===== config.mk =====
export PLATFORM = sky130hd
export DESIGN_NAME = key_entry_encoder
export DESIGN_NICKNAME = d
export VERILOG_FILES = /design/src/rtl/key_entry_encoder.sv
export SDC_FILE = /design/constraint.sdc
export NUM_CORES = 1
export LEC_CHECK = 0
export CAP_MARGIN = 10
export CORE_ASPECT_RATIO = 0.6
export CORE_MARGIN = 8
export CORE_UTILIZATION = 50
export CTS_BUF_LIST = sky130_fd_sc_hd__clkbuf_16
export CTS_CLUSTER_SIZE = 10
export DETAILED_ROUTE_END_ITERATION = 10
export PLACE_DENSITY = 0.73
export SETUP_SLACK_MARGIN = 0.02
export SYNTH_ARGS = -nofsm -noshare
export SYNTH_HDL_FRONTEND = slang
export SYNTH_SLANG_ARGS = --single-unit

===== constraint.sdc =====
create_clock -name clk -period 2.2 [get_ports clk]
set_input_delay 0.33 -clock clk [delete_from_list [all_inputs] [get_ports clk]]
set_output_delay 0.33 -clock clk [all_outputs]
set_load 0.005 [all_outputs]

===== src/rtl/key_entry_encoder.sv =====
// key_entry_encoder: synchronizes and debounces the store/input/submit buttons and sequences
// PASS_LEN-symbol entries into one-cycle strobes. Macro ENTRY_TIMEOUT_EN adds an idle-entry abort.
module key_entry_encoder #(
   parameter int DEBOUNCE_CYCLES = 500000,
   parameter int PASS_LEN        = 4,
   parameter int TIMEOUT_CYCLES  = 250000000
) (
   input  logic       clk,
   input  logic       system_reset,
   input  logic       store_btn,
   input  logic       input_btn,
   input  logic       submit_btn,
   input  logic [1:0] sw_bits,
   output logic [1:0] bits,
   output logic       store_value,
   output logic       input_value,
   output logic       compare,
   output logic       input_reset,
   output logic       entry_error,
   output logic [2:0] sym_count,
   output logic       stored_valid
);

   localparam int            DW      = $clog2(DEBOUNCE_CYCLES + 1);
   localparam logic [DW-1:0] DB_LAST = DW'(DEBOUNCE_CYCLES - 1);
   localparam logic [DW-1:0] DB_ONE  = DW'(1);
   localparam logic [2:0]    PLEN    = 3'(PASS_LEN);

   typedef enum logic [1:0] {IDLE = 2'd0, STORING = 2'd1, ENTERING = 2'd2} state_t;

   state_t        state, state_next;
   logic [2:0]    btn_raw, btn_meta, btn_sync, btn_deb, btn_deb_d, press;
   logic [1:0]    sw_meta, sw_sync;
   logic [DW-1:0] db_cnt [3];
   logic          multi, timeout;
   logic [2:0]    cnt_next;
   logic [1:0]    bits_next;
   logic          valid_next, sv_next, iv_next, cmp_next, ir_next, err_next;

   // Bit order everywhere: [2]=store, [1]=input, [0]=submit.
   assign btn_raw = {store_btn, input_btn, submit_btn};
   assign multi   = (press[2] & press[1]) | (press[2] & press[0]) | (press[1] & press[0]);

   always_ff @(posedge clk) begin
      if (system_reset) begin
         btn_meta  <= 3'b000;
         btn_sync  <= 3'b000;
         btn_deb   <= 3'b000;
         btn_deb_d <= 3'b000;
         press     <= 3'b000;
         sw_meta   <= 2'b00;
         sw_sync   <= 2'b00;
         for (int i = 0; i < 3; i++) db_cnt[i] <= '0;
      end else begin
         btn_meta  <= btn_raw;
         btn_sync  <= btn_meta;
         sw_meta   <= sw_bits;
         sw_sync   <= sw_meta;
         btn_deb_d <= btn_deb;
         press     <= btn_deb & ~btn_deb_d;
         // Count consecutive cycles of disagreement; any agreement restarts the count.
         for (int i = 0; i < 3; i++) begin
            if (btn_sync[i] == btn_deb[i]) begin
               db_cnt[i] <= '0;
            end else if (db_cnt[i] == DB_LAST) begin
               btn_deb[i] <= btn_sync[i];
               db_cnt[i]  <= '0;
            end else begin
               db_cnt[i] <= db_cnt[i] + DB_ONE;
            end
         end
      end
   end

`ifdef ENTRY_TIMEOUT_EN
   localparam int            TW      = $clog2(TIMEOUT_CYCLES + 1);
   localparam logic [TW-1:0] TO_LAST = TW'(TIMEOUT_CYCLES - 1);
   localparam logic [TW-1:0] TO_ONE  = TW'(1);
   logic [TW-1:0] to_cnt;

   assign timeout = (state != IDLE) && (to_cnt == TO_LAST);

   always_ff @(posedge clk) begin
      if (system_reset || state == IDLE || press != 3'b000 || timeout) begin
         to_cnt <= '0;
      end else begin
         to_cnt <= to_cnt + TO_ONE;
      end
   end
`else
   // Timeout disabled: the parameter is only referenced to keep one interface for both builds.
   assign timeout = (TIMEOUT_CYCLES < 0);
`endif

   always_comb begin
      state_next = state;
      cnt_next   = sym_count;
      valid_next = stored_valid;
      bits_next  = bits;
      sv_next    = 1'b0;
      iv_next    = 1'b0;
      cmp_next   = 1'b0;
      ir_next    = 1'b0;
      err_next   = 1'b0;
      if (multi) begin
         err_next = 1'b1;
      end else if (press != 3'b000) begin
         case (state)
            IDLE: begin
               if (press[2]) begin
                  sv_next   = 1'b1;
                  bits_next = sw_sync;
                  if (PLEN == 3'd1) begin
                     valid_next = 1'b1;
                     cnt_next   = 3'd0;
                  end else begin
                     cnt_next   = 3'd1;
                     state_next = STORING;
                  end
               end else if (press[1]) begin
                  iv_next    = 1'b1;
                  bits_next  = sw_sync;
                  cnt_next   = 3'd1;
                  state_next = ENTERING;
               end else begin
                  err_next = 1'b1;
               end
            end
            STORING: begin
               if (press[2]) begin
                  sv_next   = 1'b1;
                  bits_next = sw_sync;
                  if (sym_count + 3'd1 == PLEN) begin
                     valid_next = 1'b1;
                     cnt_next   = 3'd0;
                     state_next = IDLE;
                  end else begin
                     cnt_next = sym_count + 3'd1;
                  end
               end else begin
                  err_next = 1'b1;
               end
            end
            ENTERING: begin
               if (press[1]) begin
                  if (sym_count < PLEN) begin
                     iv_next   = 1'b1;
                     bits_next = sw_sync;
                     cnt_next  = sym_count + 3'd1;
                  end else begin
                     err_next = 1'b1;
                  end
               end else if (press[0]) begin
                  if (sym_count == PLEN) begin
                     cmp_next = 1'b1;
                  end else begin
                     ir_next  = 1'b1;
                     err_next = 1'b1;
                  end
                  cnt_next   = 3'd0;
                  state_next = IDLE;
               end else begin
                  err_next = 1'b1;
               end
            end
            default: begin
               cnt_next   = 3'd0;
               state_next = IDLE;
            end
         endcase
      end else if (timeout) begin
         // An abandoned input entry also tells the checker to drop its partial symbols.
         ir_next    = (state == ENTERING);
         err_next   = 1'b1;
         cnt_next   = 3'd0;
         state_next = IDLE;
      end else begin
         state_next = state;
      end
   end

   always_ff @(posedge clk) begin
      if (system_reset) begin
         state        <= IDLE;
         sym_count    <= 3'd0;
         stored_valid <= 1'b0;
         bits         <= 2'b00;
         store_value  <= 1'b0;
         input_value  <= 1'b0;
         compare      <= 1'b0;
         input_reset  <= 1'b0;
         entry_error  <= 1'b0;
      end else begin
         state        <= state_next;
         sym_count    <= cnt_next;
         stored_valid <= valid_next;
         bits         <= bits_next;
         store_value  <= sv_next;
         input_value  <= iv_next;
         compare      <= cmp_next;
         input_reset  <= ir_next;
         entry_error  <= err_next;
      end
   end

endmodule


==> results of run 1 <==
routing by layer:
| metal | track usage | vias up |
|---|---|---|
| met5 | 0 | - |
| met4 | 0.0500 | 0 |
| met3 | 0.0440 | 9 |
| met2 | 0.220 | 49 |
| met1 | 0.180 | 1555 |
| li1 | - | 1682 |
final timing paths:
check / startpoint / cells after the start / slack (ns) / to
setup reg to reg: db_cnt[0][11] / 5 / 0.13 / db_cnt[0][12]
hold / removal: btn_deb_d[0] / 1 / 0.37 / press[0]
hold reg to reg: btn_deb_d[0] / 1 / 0.37 / press[0]
setup / recovery: db_cnt[0][11] / 5 / 0.13 / db_cnt[0][12]
Yosys cell counts, types with 2 or more instances:
library cell	instances
sky130_fd_sc_hd__dfxtp_1	32
sky130_fd_sc_hd__or4_4	2
sky130_fd_sc_hd__and3_1	4
sky130_fd_sc_hd__nand4_1	15
sky130_fd_sc_hd__or3_1	13
sky130_fd_sc_hd__inv_1	16
sky130_fd_sc_hd__and4_1	7
sky130_fd_sc_hd__nor3_1	5
sky130_fd_sc_hd__a21oi_1	25
sky130_fd_sc_hd__or4b_1	2
sky130_fd_sc_hd__o21a_1	2
sky130_fd_sc_hd__o21bai_2	2
sky130_fd_sc_hd__nor2_2	10
sky130_fd_sc_hd__xnor2_1	10
sky130_fd_sc_hd__clkbuf_1	7
sky130_fd_sc_hd__nor4_1	4
sky130_fd_sc_hd__and2_1	4
sky130_fd_sc_hd__nand3_1	26
sky130_fd_sc_hd__nand2_1	27
sky130_fd_sc_hd__edfxtp_1	57
sky130_fd_sc_hd__xor2_1	29
sky130_fd_sc_hd__nand2b_1	2
sky130_fd_sc_hd__nand3b_1	2
sky130_fd_sc_hd__o31ai_1	7
sky130_fd_sc_hd__nor2b_1	19
sky130_fd_sc_hd__or4_1	6
sky130_fd_sc_hd__o21ai_0	14
sky130_fd_sc_hd__a211oi_1	3
sky130_fd_sc_hd__ha_1	7
sky130_fd_sc_hd__nor2_1	41
sky130_fd_sc_hd__buf_2	8
sky130_fd_sc_hd__mux2_2	2
area by class of cell:
cell class                 count  area (um2)
fill                         699        3320
sequential                    89        2350
multi-input combinational    368        2190
timing repair buffer          31         275
clock buffer                  10         250
tap                          112         140
inverter                      18        67.6
clock inverter                 6        25.0
worst register-to-register path, delay by kind of cell (launching register included):
kind	cells	cell delay [ns]
AO/OA/AOI/OAI	1	0.16
AND/OR/NAND/NOR	3	1.06
buffers and inverters	1	0.20
flip-flops	1	0.42
placed cells by master, fill, tap and decap left out, types with 3 or more instances in the layout:
master,count
sky130_fd_sc_hd__edfxtp_1,57
sky130_fd_sc_hd__conb_1,57
sky130_fd_sc_hd__nor2_1,41
sky130_fd_sc_hd__dfxtp_1,32
sky130_fd_sc_hd__xor2_1,29
sky130_fd_sc_hd__nand2_1,27
sky130_fd_sc_hd__nand3_1,26
sky130_fd_sc_hd__a21oi_1,25
sky130_fd_sc_hd__nor2b_1,19
sky130_fd_sc_hd__inv_1,18
sky130_fd_sc_hd__clkdlybuf4s50_1,17
sky130_fd_sc_hd__nand4_1,15
sky130_fd_sc_hd__o21ai_0,14
sky130_fd_sc_hd__buf_4,14
sky130_fd_sc_hd__or3_1,13
sky130_fd_sc_hd__nor2_2,10
sky130_fd_sc_hd__xnor2_1,10
sky130_fd_sc_hd__clkbuf_16,10
sky130_fd_sc_hd__and4_1,7
sky130_fd_sc_hd__o31ai_1,7
sky130_fd_sc_hd__ha_1,7
sky130_fd_sc_hd__or4_1,6
sky130_fd_sc_hd__nor3_1,5
sky130_fd_sc_hd__and3_1,4
sky130_fd_sc_hd__and2_1,4
sky130_fd_sc_hd__nor4_1,4
sky130_fd_sc_hd__inv_2,3
sky130_fd_sc_hd__a211oi_1,3
per-stage QoR:
step / power [mW] / utilization / cells / instance area [um2] / setup slack [ns]
2_1_floorplan: 2.00 / - / 492 / 4700 / 0.153
3_3_place_gp: 2.04 / 0.582 / 618 / 5020 / 0.184
3_5_place_dp: 2.05 / 0.582 / 618 / 5020 / 0.132
4_1_cts: 3.47 / 0.614 / 634 / 5300 / 0.122
5_1_grt: 3.56 / 0.614 / 634 / 5300 / 0.0578
6_report: 3.44 / 0.614 / 634 / 5300 / 0.128
state kept, by name, indices dropped and copies added (netlist names), 2 cells and up:
| signal | cells |
|---|---|
| press | 3 |
| db_cnt | 57 |
| sw_sync | 2 |
| state | 2 |
| btn_deb_d | 3 |
| btn_sync | 3 |
| btn_meta | 3 |
| sw_meta | 2 |
| sym_count | 3 |
| btn_deb | 3 |
| bits | 2 |
power groups by stage:
stage	registers, mW	clock network [mW]	logic (mW)
global placement	1.91	0	0.129
finish	1.88	1.42	0.134
floorplan	1.90	0	0.0961
detailed placement	1.92	0	0.131
global route	1.89	1.52	0.152
CTS	1.88	1.46	0.131
cells by family (layout without fill, tap and decap cells):
| group | after synthesis | in the layout | share of synthesized area |
|---|---|---|---|
| and+or+nand+nor | 199 | 199 | 0.247 |
| DFF | 89 | 89 | 0.524 |
| AOI/OAI and AO/OA | 63 | 63 | 0.0898 |
| xor gates and xnor gates | 39 | 39 | 0.0761 |
| buffers and inverters | 35 | 65 | 0.0354 |
| adders and majority gates | 7 | 7 | 0.0195 |
| muxes | 3 | 3 | 0.00725 |
| other | 1 | 57 | 0.000836 |
==> results summary, run 1 <==
The worst pin sits at a relative slew slack of 0.643. The number of H-tree levels is 3. The ratio of routed vias to standard cells is 5.20. The measured slew at the worst slew-check pin came out at 0.534 ns. TritonCTS built the clock tree. Setup repair after global routing left no endpoint under its margin. The relative area change from synthesis to final layout came out at 18.0%.

In this run the worst hold path is classified as reg -> reg. The post-detailed-placement half-perimeter wirelength is 6020 um. The average instance in the mapped netlist occupies 10.3 um2. In this run the top signal layer used is met4. The number of setup violations in the final report is 0.

Dividing the detail-routed wire length by the instance count gives 13.2 um. The critical path arrival is 2.17 ns. The number of synthesized flops with an enable pin came out at 57. The overall overflow remaining after global route came out at 0. The relative contribution of sequential cells to total power came out at 0.547. The type of origin of the critical path is a flip-flop. The number of warnings reported in the yosys synthesis log is 0. Of the available clock period, the critical path in the final layout requires 0.942. The switching power of the nets is 734 uW.

The count of buffers added by post-CTS timing repair for setup came out at 0. For this run, the leading register cell type out of synthesis is sky130_fd_sc_hd__edfxtp_1. Of the post-synthesis cell area, the dominant cell type holds 0.381. The largest vdd supply drop came out at 0.449 mV. The count of cells resized by post-cts repair is 0. The required time reported for the critical path endpoint came out at 2.30 ns.

The signal on the critical path passes through or4b_1 > or4_4 > o21bai_4 > buf_4 > nor2_1. After technology mapping, the gate count stands at 436. The summed negative setup slack over all endpoints is 0 ns. The hold violation count in the final report came out at 0.

Ranked by total cell area, the synthesized netlist is headed by sky130_fd_sc_hd__edfxtp_1 (38%), sky130_fd_sc_hd__dfxtp_1 (14%), sky130_fd_sc_hd__xor2_1 (5.7%), sky130_fd_sc_hd__nor2_1 (3.4%), sky130_fd_sc_hd__nand3_1 (2.9%). The power per standard cell area came out at 649 mW/mm2. The routed length on met2 came out at 3650 um. The floorplan die area is 0.0124 mm2. The initialized floorplan defines 26 standard-cell rows.

Among cell families on the critical path, the largest total delay comes from simple AND/OR/NAND/NOR gates. The starting density of the core is 0.520. The largest net degree at the start of global routing came out at 26. The area of the core is 0.00862 mm2.

By startpoint and endpoint, the worst setup path is classified as reg -> reg. The cell type with the largest total area after synthesis is sky130_fd_sc_hd__edfxtp_1. The highest net fanout along the worst path is 7. The final critical-path required period came out at 2.07 ns.

The global-route wire length before repair came out at 14100 um. Of the cells placed in the final design, the portion with a size suffix greater than 1 is 0.102. The number of remaining DRC errors is 0. The worst stage delay on the critical path came out at 0.54 ns.

The number of distinct standard cells referenced by the synthesized netlist came out at 58. The placer congestion estimate is 0.876. Of all flip-flops after synthesis, the portion carrying an async set or reset was 0. The number of global-route vias before repair came out at 3031. The number of nets with antenna violations after detailed routing came out at 0. Cell internal power was estimated by the tool at 2.70 mW.

The routed wire length on met3 came out at 372 um. The buffers plus inverters on the worst setup path came out at 1. The clock skew after layout came out at 0.00752 ns.

The final max-slew violation count came out at 0. The maximum frequency from static timing analysis is 0.483 GHz. The clock insertion delay at the later pin of the skew report is 0.34 ns.

The net count reported at finish came out at 531. The run finished with clean final reports. Of the total power, combinational logic draws 0.039. The final wirelength came out at 8360 um. The standby leakage power is 1.88 nW. The horizontal extent of the die is 138 um. The clock-pin slew of the registers on the worst-case setup and hold paths came out at 0.06 ns. Across all layers, the routed design uses 3295 vias. The tightest hold path in the finished design has a slack of 0.373 ns. The count of input and output buffers came out at 17.

Hold repair after CTS inserted 0 buffers. The number of max-cap violations is 0. After the first detailed-routing iteration, the DRC count stood at 237. In this run the cell area of the synthesized design comes to 0.00449 mm2. The cell with the biggest individual delay on the critical path is sky130_fd_sc_hd__or4b_1.

The initial antenna violation count was 0. The die is 89.4 um tall. The master cell of the clock root buffer is sky130_fd_sc_hd__clkbuf_16. The CTS buffer count is 9. The post-synthesis sequential element count is 89. The first detailed-routing pass took 4 iterations. The clock sink count came out at 89. The fraction of power consumed by the clock network is 0.414. The total track usage is 0.140. The maximum root-to-sink buffer count came out at 2. Of the total power, the share spent switching nets is 0.214.

The sequential cell area fraction in the yosys report came out at 0.524. The number of I/O pins is 18. The detailed-route wire length on metal 1 came out at 4240 um. The number of antenna diodes is 0. The worst setup path is captured at a flip-flop.
No activity file was read; power rests on OpenSTA's default activity.
==> run 2, diff against run 1 <==
--- a/config.mk
+++ b/config.mk
@@ -12,7 +12,7 @@
 export CTS_BUF_LIST = sky130_fd_sc_hd__clkbuf_16
 export CTS_CLUSTER_SIZE = 10
 export DETAILED_ROUTE_END_ITERATION = 10
-export PLACE_DENSITY = 0.73
+export PLACE_DENSITY = 0.69
 export SETUP_SLACK_MARGIN = 0.02
 export SYNTH_ARGS = -nofsm -noshare
 export SYNTH_HDL_FRONTEND = slang
==> run 2 against run 1 <==
- register-to-register slack barely moved
- clock skew shrank 0.00063 ns
- cell area shrank 0.40%
- largest cell class unchanged
- sequential power hardly changed
- flip-flop and latch count stayed put
- largest power group unchanged
- critical path depth unchanged
- global-route usage is 0.28 points higher
- power fell by 2.5%
==> results summary, run 2 (synthesis results as in run 1) <==
The fraction of power spent switching nets came out at 0.216. The starting density of the core came out at 0.520. The clock tree from TritonCTS is done. Clock skew on the completed layout was measured at 0.00689 ns. The worst setup path is of the reg -> reg kind. The cell-internal power is 2.63 mW. The placer congestion estimate is 0.823.

More flip-flops sit in one register than any other, and that register is db_cnt. The relative area change from synthesis to final layout is 17.6%. The maximum root-to-sink buffer count is 2. The endpoint class of the critical path is a flip-flop. For met1 alone, demand over resource in global routing was 0.190. The kind of path behind the tightest hold check is reg -> reg.

Setup repair after global routing left no endpoint under its margin. The first global-routing pass estimated 14600 um of wire. The tool flagged a number of max-cap violations equal to 0. The share of total power dissipated in sequential elements is 0.561.

The layer with the highest usage after global routing is met2. The final max-slew violation count came out at 0. The measured slew at the worst slew-check pin came out at 0.510 ns. The summed negative setup slack over all endpoints came out at 0 ns.

The number of design-rule violations left by the first detailed-router iteration is 223. The clock insertion delay at the later pin of the skew report came out at 0.34 ns. The hold violation count in the final report is 0. The pre-CTS worst setup slack came out at 0.135 ns.

The number of setup violations in the final report is 0. After floorplanning, the core was sized to cover 0.00862 mm2. The required time reported for the critical path endpoint is 2.28 ns. The ratio of routed vias to standard cells is 5.31.

The standby leakage power is 1.86 nW. In the final layout, the multi-input gates occupy 0.00219 mm2. The highest net fanout along the worst path is 9. The number of global-route vias before repair came out at 3147. The net count reported at finish is 531. The largest vdd supply drop is 0.393 mV.

The die height is 89.4 um. The number of fill cells in the layout came out at 717. The count of buffers added by post-CTS timing repair for setup came out at 0. The worst setup path is launched from a flip-flop. The clock-pin slew of the registers on the worst-case setup and hold paths came out at 0.06 ns. After legalization and detailed placement, the total HPWL measured 6050 um.

The clock sink count is 89. The count of cells resized by post-cts repair came out at 0. The via count came out at 3366.

The number of I/O pins came out at 18. The initial antenna violation count is 0. The number of H-tree levels is 3.

The die covers 0.0124 mm2. The number of remaining DRC errors is 0. The worst path meets setup with 0.122 ns of slack. The proportion of layout cells with a drive suffix above 1 is 0.0958.

Dividing the detail-routed wire length by the instance count gives 13.1 um. The library cells used most frequently in the layout, excluding fill and tap cells, are sky130_fd_sc_hd__edfxtp_1 (57), sky130_fd_sc_hd__conb_1 (57), sky130_fd_sc_hd__nor2_1 (41). The clock period could shrink to 2.08 ns.

The number of placed cells counting well taps is 618. Of the total power, combinational logic draws 0.039. The critical path arrival came out at 2.16 ns. The area taken by flip-flops and latches came out at 0.00235 mm2. The count of input and output buffers is 17. The master cell of the clock root buffer is sky130_fd_sc_hd__clkbuf_16. In the global route stage, overall resource usage came out at 0.143.

The fraction of power consumed by the clock network came out at 0.400. For this design the total switching power over the nets is 725 uW. The power per standard cell area came out at 636 mW/mm2. The overall overflow remaining after global route is 0. The horizontal extent of the die is 138 um. The flow ran to the end, and the final reports show no timing, DRC or antenna violations. The finished layout holds 634 standard cells, fillers aside. The floorplan row count is 26. The number of antenna diodes came out at 0. The worst slack on hold paths came out at 0.385 ns. Once detail routing completed, the nets flagged for antenna violations numbered 0.

The flip-flop count of the largest register, all copies and words added came out at 57. The met3 track demand over resource is 0.0477. The final wirelength came out at 8330 um. The max-slew headroom at the worst pin is 0.659. The CTS buffer count is 9. Hold repair after CTS inserted 0 buffers. The met2 usage in global routing came out at 0.216. The maximum frequency from static timing analysis came out at 0.481 GHz.

Dividing the final minimum period by the clock period gives 0.944. The largest net degree at the start of global routing is 26. The first-pass iteration count of the detailed router came out at 4.
[run 2: cell types whose count changed in the layout (fill, tap and decap cells not counted), sizes merged]
cell,change
clkinv,+4
inv,-3
clkbuf,-1
[run 2: final timing paths]
path / startpoint / cells past startpoint / end / slack, ns
worst max register to register: db_cnt[0][12] / 5 / db_cnt[0][18] / 0.12
worst max-delay path: db_cnt[0][12] / 5 / db_cnt[0][18] / 0.12
worst min register to register: btn_deb_d[1] / 1 / press[1] / 0.39
worst min-delay path: btn_deb_d[1] / 1 / press[1] / 0.39
[run 2: routing by layer]
layer | vias to the layer above | routed length (um)
met5 | - | 0
li1 | 1684 | -
met4 | 0 | 100
met3 | 15 | 484
met2 | 87 | 3540
met1 | 1580 | 4200
[run 2: cell type report]
| class | instances | share of cell area |
|---|---|---|
| flip-flops and latches | 89 | 0.446 |
| multi-input cells | 368 | 0.414 |
| repair buffers | 31 | 0.0522 |
| clock buffers | 9 | 0.0427 |
| well taps | 112 | 0.0266 |
| inverters | 18 | 0.0128 |
| clock inverters | 7 | 0.00546 |
[run 2: power groups by stage]
stage               clock (mW)  sequential [mW]  combinational, mW
detailed placement           0             1.92              0.129
floorplan                    0             1.90             0.0961
global placement             0             1.91              0.128
global route              1.45             1.89              0.152
finish                    1.34             1.88              0.132
CTS                       1.37             1.88              0.130
[run 2: metrics by stage]
stage | instance area (um2) | util | power, mW
after CTS | 5280 | 0.612 | 3.38
after global routing | 5280 | 0.612 | 3.49
after floorplan | 4700 | - | 2.00
final | 5280 | 0.612 | 3.35
after detailed placement | 5020 | 0.582 | 2.04
after global placement | 5020 | 0.582 | 2.04
[run 2: worst max-delay path: stages (launching register included)]
cell	delay, ns
sky130_fd_sc_hd__edfxtp_1	0.43
sky130_fd_sc_hd__or4b_1	0.53
sky130_fd_sc_hd__or4_4	0.46
sky130_fd_sc_hd__o21bai_4	0.14
sky130_fd_sc_hd__buf_4	0.20
sky130_fd_sc_hd__a21oi_1	0.06
==> run 3, diff against run 2 <==
--- a/config.mk
+++ b/config.mk
@@ -8,11 +8,11 @@
 export CAP_MARGIN = 10
 export CORE_ASPECT_RATIO = 0.6
 export CORE_MARGIN = 8
-export CORE_UTILIZATION = 50
+export CORE_UTILIZATION = 45
 export CTS_BUF_LIST = sky130_fd_sc_hd__clkbuf_16
 export CTS_CLUSTER_SIZE = 10
 export DETAILED_ROUTE_END_ITERATION = 10
-export PLACE_DENSITY = 0.69
+export PLACE_DENSITY = 0.63
 export SETUP_SLACK_MARGIN = 0.02
 export SYNTH_ARGS = -nofsm -noshare
 export SYNTH_HDL_FRONTEND = slang
==> run 3 against run 2 <==
- sequential share of layout area decreased by 0.30 points
- register-to-register slack about the same
- non-clock buffer count fell by 1
- worst setup slack better by 0.014 ns
- largest power group unchanged
==> results summary, run 3 (synthesis results as in run 1) <==
At the placement stage, the worst setup path has a slack of 0.135 ns. The clock insertion delay at the later pin of the skew report is 0.34 ns. The power per standard cell area is 645 mW/mm2. The floorplan step defined a die boundary enclosing 0.0135 mm2.

The worst min-delay path startpoint is btn_deb_d[2]. The required time reported for the critical path endpoint came out at 2.29 ns. The final design utilization is 0.543. Once placement completed, the tool counted placed cells totaling 640. The worst slack on hold paths is 0.385 ns. The proportion of layout cells with a drive suffix above 1 is 0.104.

The initial antenna violation count came out at 0. The first global-routing pass estimated 14400 um of wire. In the layout the commonest cells are sky130_fd_sc_hd__edfxtp_1 (57), sky130_fd_sc_hd__conb_1 (57), sky130_fd_sc_hd__nor2_1 (41). The critical path is of the reg -> reg type. Among all stages on the critical path, the largest delay is contributed by sky130_fd_sc_hd__or4b_1. The final wirelength came out at 8280 um. Setup repair after global routing left no endpoint under its margin. The master cell of the clock root buffer is sky130_fd_sc_hd__clkbuf_16. The area growth from synthesis to layout is 18.4%. In this run, CTS created clock tree buffers numbering 9. The clock skew after layout is 0.00757 ns. The number of remaining DRC errors came out at 0.

The largest net degree at the start of global routing came out at 26. The cell depth of the worst min-delay path is 1. Of all nets on the critical path, the largest fanout is 10.

The number of design-rule violations left by the first detailed-router iteration came out at 188. In the final routed layout, each cell accounts on average for 12.6 um. The first-pass iteration count of the detailed router came out at 4. Counting every sink on the clock net gives 89. The flip-flop count of the largest register, all copies and words added came out at 57.

The number of global-route vias before repair is 3051. The clock period could shrink to 2.06 ns. Across all setup checks in the final design, the least slack found is 0.136 ns. The overall overflow remaining after global route came out at 0. The endpoint of the worst hold-timing path is press[2].

The number of gates resized after CTS was 0. The area of the core came out at 0.00977 mm2. Walking the worst path, the cells encountered are or4b_1 > or4_4 > o21bai_4 > buf_4 > a21oi_1. The final max-slew violation count is 0. The worst stage delay on the critical path came out at 0.52 ns. The overall power of the completed layout came out at 3.43 mW.

After clock tree synthesis, the clock-pin slew on the worst setup and hold paths is 0.06 ns. For the worst setup path, the data arrival time is 2.16 ns. The reg2reg setup slack came out at 0.14 ns. Counting cells, the worst reg-to-reg path comes to 5.

The number of max-cap violations is 0. The finished layout holds 656 standard cells, fillers aside. The run finished with clean final reports.

In this run the static leakage power is 1.87 nW. The largest vdd supply drop is 0.469 mV. The register ranked first by flip-flop count is db_cnt. STA classifies the critical path endpoint as a flip-flop. The hold buffer count at CTS is 0. The worst setup path is launched from a flip-flop. The maximum root-to-sink buffer count is 2.

In the global route stage, overall resource usage came out at 0.130. The die height is 93.3 um. The final worst-path cycle share came out at 0.938. For this design the top-level I/O count stands at 18.

The worst flop-to-flop path endpoint is db_cnt[0][15]. The via count came out at 3265. The kind of path behind the tightest hold check is reg -> reg.

The hold violation count in the final report was 0. The horizontal extent of the die is 145 um. In this run the remaining antenna-violating nets after routing total 0. The repair_antennas step left the layout with diodes totalling 0. The ratio of routed vias to standard cells came out at 4.98. TritonCTS built the clock tree.

The net count reported at finish came out at 530. The count of buffers added by post-CTS timing repair for setup is 0. The number of H-tree levels came out at 3.

The post-detailed-placement half-perimeter wirelength came out at 5880 um. The summed negative setup slack over all endpoints came out at 0 ns. The buffers plus inverters on the worst setup path came out at 1.

Summing all non-filler instances in the final layout gives an area of 0.00531 mm2. Timing would allow up to 0.484 GHz. The kind of cell with the highest combined delay along the critical path is simple AND/OR/NAND/NOR gates. The floorplan row count came out at 28. For this configuration, the core starts out at a cell density of 0.459. The launching point of the worst reg2reg path is db_cnt[0][12].

Setup violations remaining at the end of the flow were counted as 0. Once placement finished, the instance area stood at 0.00504 mm2. Input and output buffers added on the ports amount to 17. The placer congestion estimate is 0.828.
[run 3: changes by cell type in the layout (fill, tap and decap cells not counted), sizes merged]
cell	delta
buf	-1
clkinv	-3
inv	+3
[run 3: how the worst max path moves through the flow]
stage / startpoint / endpoint / slack [ns] / cells past startpoint
after floorplan: db_cnt[0][0] / db_cnt[0][5] / 0.15 / 7
after global placement: db_cnt[0][12] / db_cnt[0][15] / 0.18 / 5
after detailed placement: db_cnt[0][12] / db_cnt[0][14] / 0.14 / 5
after CTS: db_cnt[0][12] / db_cnt[0][17] / 0.13 / 5
after global routing: db_cnt[0][12] / db_cnt[0][18] / 0.03 / 5
final: db_cnt[0][12] / db_cnt[0][15] / 0.14 / 5
[run 3: worst reg2reg max path, delay by kind of cell (launching register included)]
family	cells	cell delay, ns
buffers and inverters	1	0.21
and+or+nand+nor	2	0.98
AOI/OAI and AO/OA	2	0.20
DFF	1	0.43
[run 3: layer usage]
metal | share of wire | global-route usage | up-vias
li1 | - | - | 1688
met1 | 0.52 | 0.169 | 1523
met2 | 0.43 | 0.198 | 50
met3 | 0.049 | 0.0506 | 4
met4 | 0.0079 | 0.0366 | 0
met5 | 0 | 0 | -
[run 3: final cells by class]
| cell class | instances | area (um2) |
|---|---|---|
| Sequential cell | 89 | 2350 |
| Timing Repair Buffer | 30 | 268 |
| Inverter | 18 | 67.6 |
| Clock buffer | 9 | 225 |
| Clock inverter | 7 | 43.8 |
| Fill cell | 866 | 4460 |
| Multi-Input combinational cell | 368 | 2190 |
| Tap cell | 135 | 169 |
[run 3: report_power, final]
part           switching [mW]  internal [mW]  total [mW]
clock                   0.652          0.765        1.42
combinational          0.0737         0.0558       0.129
sequential             0.0513           1.83        1.88
total                   0.777           2.65        3.43
